==> config.mk <==
export PLATFORM = sky130hd
export DESIGN_NAME = pclk_div_ctrl_flat
export DESIGN_NICKNAME = d
export VERILOG_FILES = /design/src/rtl/crgu_pkg.sv /design/src/rtl/pclk_div_ctrl_if.sv /design/src/rtl/pclk_div_timer.sv /design/src/rtl/pclk_div_ctrl.sv /design/src/flat_wrapper.sv
export SDC_FILE = /design/constraint.sdc
export NUM_CORES = 1
export LEC_CHECK = 0
export CAP_MARGIN = 10
export CORE_ASPECT_RATIO = 1.4
export CORE_MARGIN = 2
export CORE_UTILIZATION = 45
export DETAILED_ROUTE_END_ITERATION = 8
export PLACE_DENSITY = 0.74
export SYNTH_ARGS = -nofsm -noshare
export SYNTH_HDL_FRONTEND = slang
export SYNTH_SLANG_ARGS = --single-unit
export TNS_END_PERCENT = 10
==> constraint.sdc <==
create_clock -name i_hclk -period 2.15 [get_ports i_hclk]
set_input_delay 0.215 -clock i_hclk [delete_from_list [all_inputs] [get_ports i_hclk]]
set_output_delay 0.215 -clock i_hclk [all_outputs]
set_load 0.01 [all_outputs]
==> src/rtl/crgu_pkg.sv <==
// crgu_pkg: types and helpers shared by the clock-reset unit blocks
package crgu_pkg;
    typedef enum logic [2:0] {IDLE, DRAIN, GATE, UPDATE, RELEASE} ctrl_state_e;
    localparam int MIN_DIV = 2;
    function automatic logic is_legal_div(input int d);
        return d >= MIN_DIV;
    endfunction
endpackage

==> src/rtl/pclk_div_ctrl_if.sv <==
// pclk_div_ctrl_if: requester handshake plus divider-side signals of the pclk divider controller
interface pclk_div_ctrl_if #(parameter int DIV_WID = 4);
    logic               cfg_valid;
    logic [DIV_WID-1:0] cfg_div;
    logic               cfg_rst;
    logic               cfg_ready;
    logic               cfg_err;
    logic               cfg_done;
    logic               busy;
    logic               pclken;
    logic [DIV_WID-1:0] div_factor;
    logic               div_en;
    logic               periph_rst_req;
    modport master (
        output cfg_valid, cfg_div, cfg_rst, pclken,
        input  cfg_ready, cfg_err, cfg_done, busy, div_factor, div_en, periph_rst_req
    );
    modport slave (
        input  cfg_valid, cfg_div, cfg_rst, pclken,
        output cfg_ready, cfg_err, cfg_done, busy, div_factor, div_en, periph_rst_req
    );
endinterface

==> src/rtl/pclk_div_timer.sv <==
// pclk_div_timer: loadable down-counter that saturates at zero
module pclk_div_timer #(
    parameter int WID = 5
) (
    input  logic           i_clk,
    input  logic           i_rst,
    input  logic           i_load,
    input  logic           i_en,
    input  logic [WID-1:0] i_val,
    output logic           o_zero
);
    logic [WID-1:0] r_cnt;
    always_ff @(posedge i_clk) begin
        if (i_rst)
            r_cnt <= '0;
        else if (i_load)
            r_cnt <= i_val;
        else if (i_en && r_cnt != '0)
            r_cnt <= r_cnt - WID'(1);
    end
    assign o_zero = r_cnt == '0;
endmodule

==> src/rtl/pclk_div_ctrl.sv <==
// pclk_div_ctrl: accepts divide-ratio requests and switches the pclk divider at a pclk boundary,
// gating the divider and optionally holding the peripheral reset around the switch
module pclk_div_ctrl import crgu_pkg::*; #(
    parameter int DIV_WID  = 4,
    parameter int DEF_DIV  = 2,
    parameter int GATE_CYC = 2,
    parameter int RST_CYC  = 4
) (
    input logic             i_hclk,
    input logic             i_hreset,
    pclk_div_ctrl_if.slave  bus
);
    localparam int TW = DIV_WID + 1;
    localparam logic [TW-1:0] TMO = '1;
    ctrl_state_e        r_state, w_next;
    logic [DIV_WID-1:0] r_pend_div, r_div_factor;
    logic               r_pend_rst, r_seen, r_ready, r_err, r_done, r_busy, r_div_en, r_prst;
    logic               w_accept, w_legal, w_noop, w_start, w_zero, w_load;
    logic [TW-1:0]      w_load_val;
    assign w_accept = bus.cfg_valid && r_ready;
    assign w_legal  = is_legal_div(int'(bus.cfg_div));
    assign w_noop   = bus.cfg_div == r_div_factor && !bus.cfg_rst;
    assign w_start  = w_accept && w_legal && !w_noop;
    pclk_div_timer #(.WID(TW)) u_timer (
        .i_clk  (i_hclk),
        .i_rst  (i_hreset),
        .i_load (w_load),
        .i_en   (r_state != IDLE),
        .i_val  (w_load_val),
        .o_zero (w_zero)
    );
    // One timer serves the DRAIN timeout, the GATE hold and the RELEASE hold; loaded with N-1 to last N cycles.
    always_comb begin
        w_next     = r_state;
        w_load     = 1'b0;
        w_load_val = '0;
        case (r_state)
            IDLE: if (w_start) begin
                w_next     = DRAIN;
                w_load     = 1'b1;
                w_load_val = TMO;
            end
            DRAIN: if (r_seen || w_zero) begin
                w_next     = GATE;
                w_load     = 1'b1;
                w_load_val = TW'(GATE_CYC - 1);
            end
            GATE: if (w_zero) w_next = UPDATE;
            UPDATE: begin
                w_next     = RELEASE;
                w_load     = 1'b1;
                w_load_val = r_pend_rst ? TW'(RST_CYC - 1) : '0;
            end
            RELEASE: if (w_zero) w_next = IDLE;
            default: w_next = IDLE;
        endcase
    end
    // pclken is registered so the boundary is acted on one edge after it is seen in DRAIN.
    always_ff @(posedge i_hclk) begin
        if (i_hreset) begin
            r_state      <= IDLE;
            r_pend_div   <= '0;
            r_pend_rst   <= 1'b0;
            r_div_factor <= DIV_WID'(DEF_DIV);
            r_seen       <= 1'b0;
            r_ready      <= 1'b1;
            r_busy       <= 1'b0;
            r_err        <= 1'b0;
            r_done       <= 1'b0;
            r_div_en     <= 1'b1;
            r_prst       <= 1'b0;
        end else begin
            r_state <= w_next;
            if (w_accept) begin
                r_pend_div <= bus.cfg_div;
                r_pend_rst <= bus.cfg_rst;
            end
            if (r_state == UPDATE)
                r_div_factor <= r_pend_div;
            r_seen   <= r_state == DRAIN && bus.pclken;
            r_ready  <= w_next == IDLE;
            r_busy   <= w_next != IDLE;
            r_err    <= w_accept && !w_legal;
            r_done   <= (w_accept && w_legal && w_noop) || (r_state == RELEASE && w_zero);
            r_div_en <= !(w_next inside {GATE, UPDATE});
            r_prst   <= r_pend_rst && (w_next inside {GATE, UPDATE, RELEASE});
        end
    end
    assign bus.cfg_ready      = r_ready;
    assign bus.cfg_err        = r_err;
    assign bus.cfg_done       = r_done;
    assign bus.busy           = r_busy;
    assign bus.div_factor     = r_div_factor;
    assign bus.div_en         = r_div_en;
    assign bus.periph_rst_req = r_prst;
endmodule

==> src/flat_wrapper.sv <==
// flat-port wrapper written by rule: the top's interface ports become plain ports
module pclk_div_ctrl_flat import crgu_pkg::*;
#(
    parameter int DIV_WID  = 4,
    parameter int DEF_DIV  = 2,
    parameter int GATE_CYC = 2,
    parameter int RST_CYC  = 4
)
  (i_hclk, i_hreset, bus_cfg_valid, bus_cfg_div, bus_cfg_rst, bus_pclken, bus_cfg_ready, bus_cfg_err, bus_cfg_done, bus_busy, bus_div_factor, bus_div_en, bus_periph_rst_req);
  pclk_div_ctrl_if #(.DIV_WID(DIV_WID)) bus_i ();
  input logic i_hclk;
  input logic i_hreset;
  input wire logic [$bits(bus_i.cfg_valid)-1:0] bus_cfg_valid;
  input wire logic [$bits(bus_i.cfg_div)-1:0] bus_cfg_div;
  input wire logic [$bits(bus_i.cfg_rst)-1:0] bus_cfg_rst;
  input wire logic [$bits(bus_i.pclken)-1:0] bus_pclken;
  output wire logic [$bits(bus_i.cfg_ready)-1:0] bus_cfg_ready;
  output wire logic [$bits(bus_i.cfg_err)-1:0] bus_cfg_err;
  output wire logic [$bits(bus_i.cfg_done)-1:0] bus_cfg_done;
  output wire logic [$bits(bus_i.busy)-1:0] bus_busy;
  output wire logic [$bits(bus_i.div_factor)-1:0] bus_div_factor;
  output wire logic [$bits(bus_i.div_en)-1:0] bus_div_en;
  output wire logic [$bits(bus_i.periph_rst_req)-1:0] bus_periph_rst_req;
  assign bus_i.cfg_valid = bus_cfg_valid;
  assign bus_i.cfg_div = bus_cfg_div;
  assign bus_i.cfg_rst = bus_cfg_rst;
  assign bus_i.pclken = bus_pclken;
  assign bus_cfg_ready = bus_i.cfg_ready;
  assign bus_cfg_err = bus_i.cfg_err;
  assign bus_cfg_done = bus_i.cfg_done;
  assign bus_busy = bus_i.busy;
  assign bus_div_factor = bus_i.div_factor;
  assign bus_div_en = bus_i.div_en;
  assign bus_periph_rst_req = bus_i.periph_rst_req;
  pclk_div_ctrl #(.DIV_WID(DIV_WID), .DEF_DIV(DEF_DIV), .GATE_CYC(GATE_CYC), .RST_CYC(RST_CYC)) u_core (.i_hclk(i_hclk), .i_hreset(i_hreset), .bus(bus_i));
endmodule
======== Word-level counts from Yosys, hierarchy flattened ========
Index checks and enable logic that the tools add are counted.
storage, ports and cells
  logic and storage cells ................. 61
  input bits .............................. 9
  flip-flop bits (word level) ............. 24
cells by class
  reduce and logical (&&, ||, !) cells .... 25
  add/subtract/negate cells ............... 1
  muxes and demuxes ....................... 14
  magnitude comparators ................... 1
  eq/ne operators ......................... 8
operators by type and width
  operator                                                            count
  two-way mux 5 bit                                                   3
  one-hot mux 3 bit (5 select lines)                                  1
  one-hot mux 5 bit (3 select lines)                                  1
  equality test 3 x 2 -> 1 bit (second input constant)                4
  two-way mux 3 bit                                                   4
  logical AND 1 bit                                                   10
  nonzero test 3 bit                                                  3
  equality test 3 bit (second input constant)                         2
  logical NOT 3 bit                                                   2
  logical NOT 5 bit                                                   1
  nonzero test 5 bit                                                  1
  subtractor 5 x 1 -> 5 bit (second input constant)                   1
  equality test 4 bit                                                 1
  greater-or-equal comparator 4 x 2 -> 1 bit (second input constant)  1
  logical NOT 1 bit                                                   4
  nonzero test 2 bit                                                  2
  equality test 3 x 1 -> 1 bit (second input constant)                1
  two-way mux 1 bit                                                   3
  one-hot mux 1 bit (3 select lines)                                  1
  logical OR 1 bit                                                    2
  two-way mux 2 bit                                                   1

======== Logic depth before layout (Yosys ltp) ========
  depth in word-level cells ............... 9
  mapped depth ............................ 7
  mapped depth without buffers ............ 6

======== Modules after synthesis ========
Synthesis repeated with hierarchy kept, for this count alone.
second synthesis, totals
  cells, all modules ...................... 132
  area, all modules ....................... 1,136.1 um^2
by module, submodules not included
  module          cells an instance  instances  area an instance (um^2)
  pclk_div_ctrl   95                 1          809.5
  pclk_div_timer  37                 1          326.6

======== Worst setup path after synthesis ========
No wires, ideal clock.
  kind .................................... register to register
  from .................................... register u_core.u_timer.r_cnt[0]
  to ...................................... register u_core.u_timer.r_cnt[0]
  setup time .............................. 0.095 ns
  path slack .............................. 0.479 ns
  period minus slack after synthesis ...... 1.671 ns
  cell stages (with the launch flop) ...... 8
  arrival ................................. 1.576 ns
  path through ............................ dfxtp_1 inv_1 ha_1 or4b_4 buf_6 and2_4 xnor2_1 o311ai_1
between the ends
  longest elaborated chain between the ends .. 5
  elaborated cells between the ends (all ways) .. 12
ends and longest elaborated chain
  element                                                                            line                  text
  from (decl)                                                                        pclk_div_timer.sv:12  logic [WID-1:0] r_cnt;
  from (signal assigned)                                                             pclk_div_timer.sv:17  r_cnt <= i_val;
  from (signal assigned)                                                             pclk_div_timer.sv:19  r_cnt <= r_cnt - WID'(1);
  parallel branches: the longest is 5 deep, another holds subtractor 5 x 1 -> 5 bit  n/a
Parallel ways; which one is timed is not known. The select of a mux whose other input is x is not followed.
A chain may end at the register's enable or synchronous reset.

======== Worst setup path in the final report ========
Same ends and word-level chain as after synthesis.

==> metrics.md <==
| Metric | Value |
|---|---|
| Postcts setup bufs | 0 |
| CP endpoint kind | flop |
| Post-Synthesis Cells | 125 |
| Gpl congestion | 0.863 |
| Worst-path cell chain | inv_1 > ha_1 > or4b_4 > and2_4 > xnor2_1 > o311ai_1 |
| Num rows | 21 |
| Initial core utilization | 46.5% |
| Top cell type's share of synthesized area | 44.1% |
| CTS tree | yes |
| Initial antenna violation count | 0 |
| Combinational share of power | 40.0% |
| Fill count | 219 |
| Share of layout cells above drive strength 1 | 7.69% |
| CP Max Fanout | 6 |
| Max cap viols | 0 |
| Internal | 867 uW |
| Worst Hold Launch | bus_pclken |
| Synth Net Count | 136 |
| Reg power frac | 46.3% |
| Fin. Hold Viols | 0 |
| Max-slew violations | 0 |
| First-pass GRT wire length | 4130 um |
| GRT Overall Usage | 19.7% |
| Worst-path clk slew | 120 ps |
| Min-delay worst type | input port to flop |
| Total clock sinks | 24 |
| Synth Area in Simple Gates | 29.7% |
| Multiplexer share of the synthesized area | 0.920% |
| Vias in the first global route | 934 |
| Multi-input gate area | 574 um^2 |
| Worst Hold Path EP | u_core.r_seen |
| Yosys cell types | 35 |
| Async S/R FF share, synth | 0% |
| R2R depth | 6 |
| Via count | 949 |
| Sequential-to-total area share from yosys stat | 44.1% |
| Worst R2R Start | u_core.u_timer.r_cnt[0] |
| GRT overflow | 0 |
| Dpl cells | 163 |
| Tot Pwr | 1.38 mW |
| DR pass1 iterations | 4 |
| Post-Synth XOR/XNOR Area | 4.83% |
| Hold Path Stages | 2 |
| Setup CP Type | flop to flop |
| Number of synthesized register bits | 24 |
| Die W | 45.6 um |
| Post-route clock period utilization | 82.2% |
| N_diodes | 0 |
| Clock Path Buffers | 2 |
| Ports | 19 |
| Clock skew | 3.38 ps |
| Outcome | complete, no violations |
| VDD IR-drop max | 0.000533 V |
| Core area | 2340 um^2 |
| Initial DRC count | 17 |
| WP data required | 2380 ps |
| Slew @ Worst Pin | 542 ps |
| Main area contributors after synthesis | dfxtp_1 (44%), nand3_1 (7.4%), a21oi_1 (5.1%), nand2_1 (4.8%), xor2_1 (4.0%) |
| Total number of yosys warnings | 0 |
| Clock group share of total power | 13.7% |
| Hold buffers post-CTS | 0 |
| DRC | 0 |
| Sw power | 510 uW |
| Synth Flop Type | dfxtp_1 |
| Critical R2R Capture | u_core.u_timer.r_cnt[0] |
| Compound-cell area share of the yosys netlist | 15.1% |
| Largest net degree at the start of global routing | 18 |
| Min cycle time layout | 1770 ps |
| Cell accounting for the most synthesized area | dfxtp_1 |
| Worst-Skew Late Latency | 310 ps |
| CTS buffer count | 3 |
| Area Growth Syn to Fin | 19.9% |
| Htree depth | 1 |
| Adder-cell share of the synthesized area | 2.30% |
| Die ar. | 2830 um^2 |
| Post-route ant nets | 0 |
| Largest family of logic cells by synthesized area | simple AND/OR/NAND/NOR gates |
| Setup crit start kind | flop |
| P per Cell Area | 1060 nW/um^2 |
| Non-filler instance count after layout | 166 |
| Net Sw Frac | 37.1% |
| Syn_area_per_cell | 8.71 um^2 |
| WL/cell | 14.4 um |
| R2r setup slk | 380 ps |
| RSZ-0062 raised after global routing | no |
| Final WL | 2390 um |
| Die Y | 62.2 um |
| EDFF count, synth | 0 |
| Final setup violation count | 0 |
| Number of port buffers | 18 |
| Critical path's largest stage delay | 520 ps |
| Crit-path slowest cell | or4b_4 |
| Post-CTS sizing | 0 |
| Seq. cell area | 480 um^2 |
| Post-layout net count | 156 |
| CP arrival | 2000 ps |
| Fmax | 566 MHz |
| DPL Wire Length | 1870 um |
| Vias/cell | 5.72 |
| Setup tns final | 0 ps |
| Slew HR | 63.8% |
| Syn Std Cell Area | 1090 um^2 |
| Leakage | 0.498 nW |
| Root Driver | clkbuf_4 |
-- critical path: cells and delay by family, from the launching register on --
| kind | cells | cell delay, ps |
|---|---|---|
| adders and majority gates | 1 | 160 |
| DFF | 1 | 350 |
| xor gates and xnor gates | 1 | 130 |
| buffers and inverters | 1 | 90 |
| and+or+nand+nor | 2 | 700 |
| AOI/OAI and AO/OA | 1 | 250 |
-- cells in the final DEF (no fill, tap or decap), types with 2 or more instances in the layout --
cell | netlist | layout
dfxtp_1 | 24 | 24
clkdlybuf4s50_1 | 0 | 18
nand3_1 | 16 | 16
nand2_1 | 14 | 14
a21oi_1 | 11 | 11
nor2_1 | 7 | 7
xor2_1 | 5 | 5
nor2b_1 | 4 | 4
nor3_1 | 4 | 4
o21ai_0 | 4 | 4
inv_1 | 3 | 3
nand2b_1 | 3 | 3
and3_1 | 3 | 3
clkbuf_4 | 0 | 3
o21ai_1 | 2 | 2
ha_1 | 2 | 2
-- cell families (layout without fill, tap and decap cells) --
group | count (synthesis) | in the layout
XOR/XNOR | 6 | 6
AO/OA/AOI/OAI | 25 | 25
buffers and inverters | 7 | 25
flip-flops | 24 | 24
multiplexers | 1 | 1
AND/OR/NAND/NOR | 60 | 60
adder cells (fa/ha/maj) | 2 | 2
-- per-layer routing --
metal	vias to the layer above	global-route usage (%)	part of all wire, %
met5	-	0	0
met3	7	1.74	3.5
met2	22	34.9	56
met4	0	9.93	3.3
met1	446	21.7	37
li1	474	-	-
-- registers in the layout, indices dropped and copies added, names as in the netlist --
signal	flops
u_core.bus.busy	1
u_core.bus.cfg_done	1
u_core.bus.cfg_err	1
u_core.bus.cfg_ready	1
u_core.bus.div_en	1
u_core.bus.div_factor	4
u_core.bus.periph_rst_req	1
u_core.r_pend_div	4
u_core.r_pend_rst	1
u_core.r_seen	1
u_core.r_state	3
u_core.u_timer.r_cnt	5
-- synth_stat cells (2+ instances only) --
cell / instances
dfxtp_1: 24
nor2b_1: 4
o21ai_1: 2
clkbuf_1: 3
nor3_1: 4
nand2b_1: 3
ha_1: 2
inv_1: 3
a21oi_1: 11
o21ai_0: 4
nor2_1: 7
xor2_1: 5
nand2_1: 14
nand3_1: 16
and3_1: 3
-- final cells by class --
| cell class | instances | area share (%) |
|---|---|---|
| tap | 23 | 2.21 |
| clock buffer | 3 | 1.73 |
| sequential | 24 | 36.8 |
| multi-input combinational | 94 | 44.0 |
| timing repair buffer | 19 | 14.4 |
| inverter | 3 | 0.863 |
-- metrics by stage --
step | area, um^2 | utilization, % | setup WS, ps | hold slack [ps]
finish | 1310 | 55.8 | 383 | 453
global route | 1310 | 55.8 | 297 | 489
CTS | 1310 | 55.8 | 375 | 452
detailed placement | 1280 | 54.8 | 404 | 451
global placement | 1280 | 54.8 | 461 | 441
floorplan | 1090 | - | 479 | 361
-- how the worst max path moves through the flow --
stage	start	end	slack (ps)
2_1_floorplan	u_core.u_timer.r_cnt[0]	u_core.u_timer.r_cnt[0]	480
3_3_place_gp	u_core.u_timer.r_cnt[0]	u_core.u_timer.r_cnt[0]	460
3_5_place_dp	u_core.u_timer.r_cnt[0]	u_core.u_timer.r_cnt[0]	400
4_1_cts	u_core.u_timer.r_cnt[0]	u_core.u_timer.r_cnt[0]	370
5_1_grt	u_core.u_timer.r_cnt[0]	u_core.bus.cfg_ready	300
6_report	u_core.u_timer.r_cnt[0]	u_core.u_timer.r_cnt[0]	380
-- power groups by stage --
| stage | Sequential [mW] | Clock (mW) | Combinational (mW) |
|---|---|---|---|
| finish | 0.637 | 0.189 | 0.551 |
| CTS | 0.638 | 0.191 | 0.556 |
| global placement | 0.642 | 0 | 0.533 |
| detailed placement | 0.648 | 0 | 0.552 |
| floorplan | 0.628 | 0 | 0.422 |
| global route | 0.655 | 0.204 | 0.618 |
No activity file was read; power rests on OpenSTA's default activity.
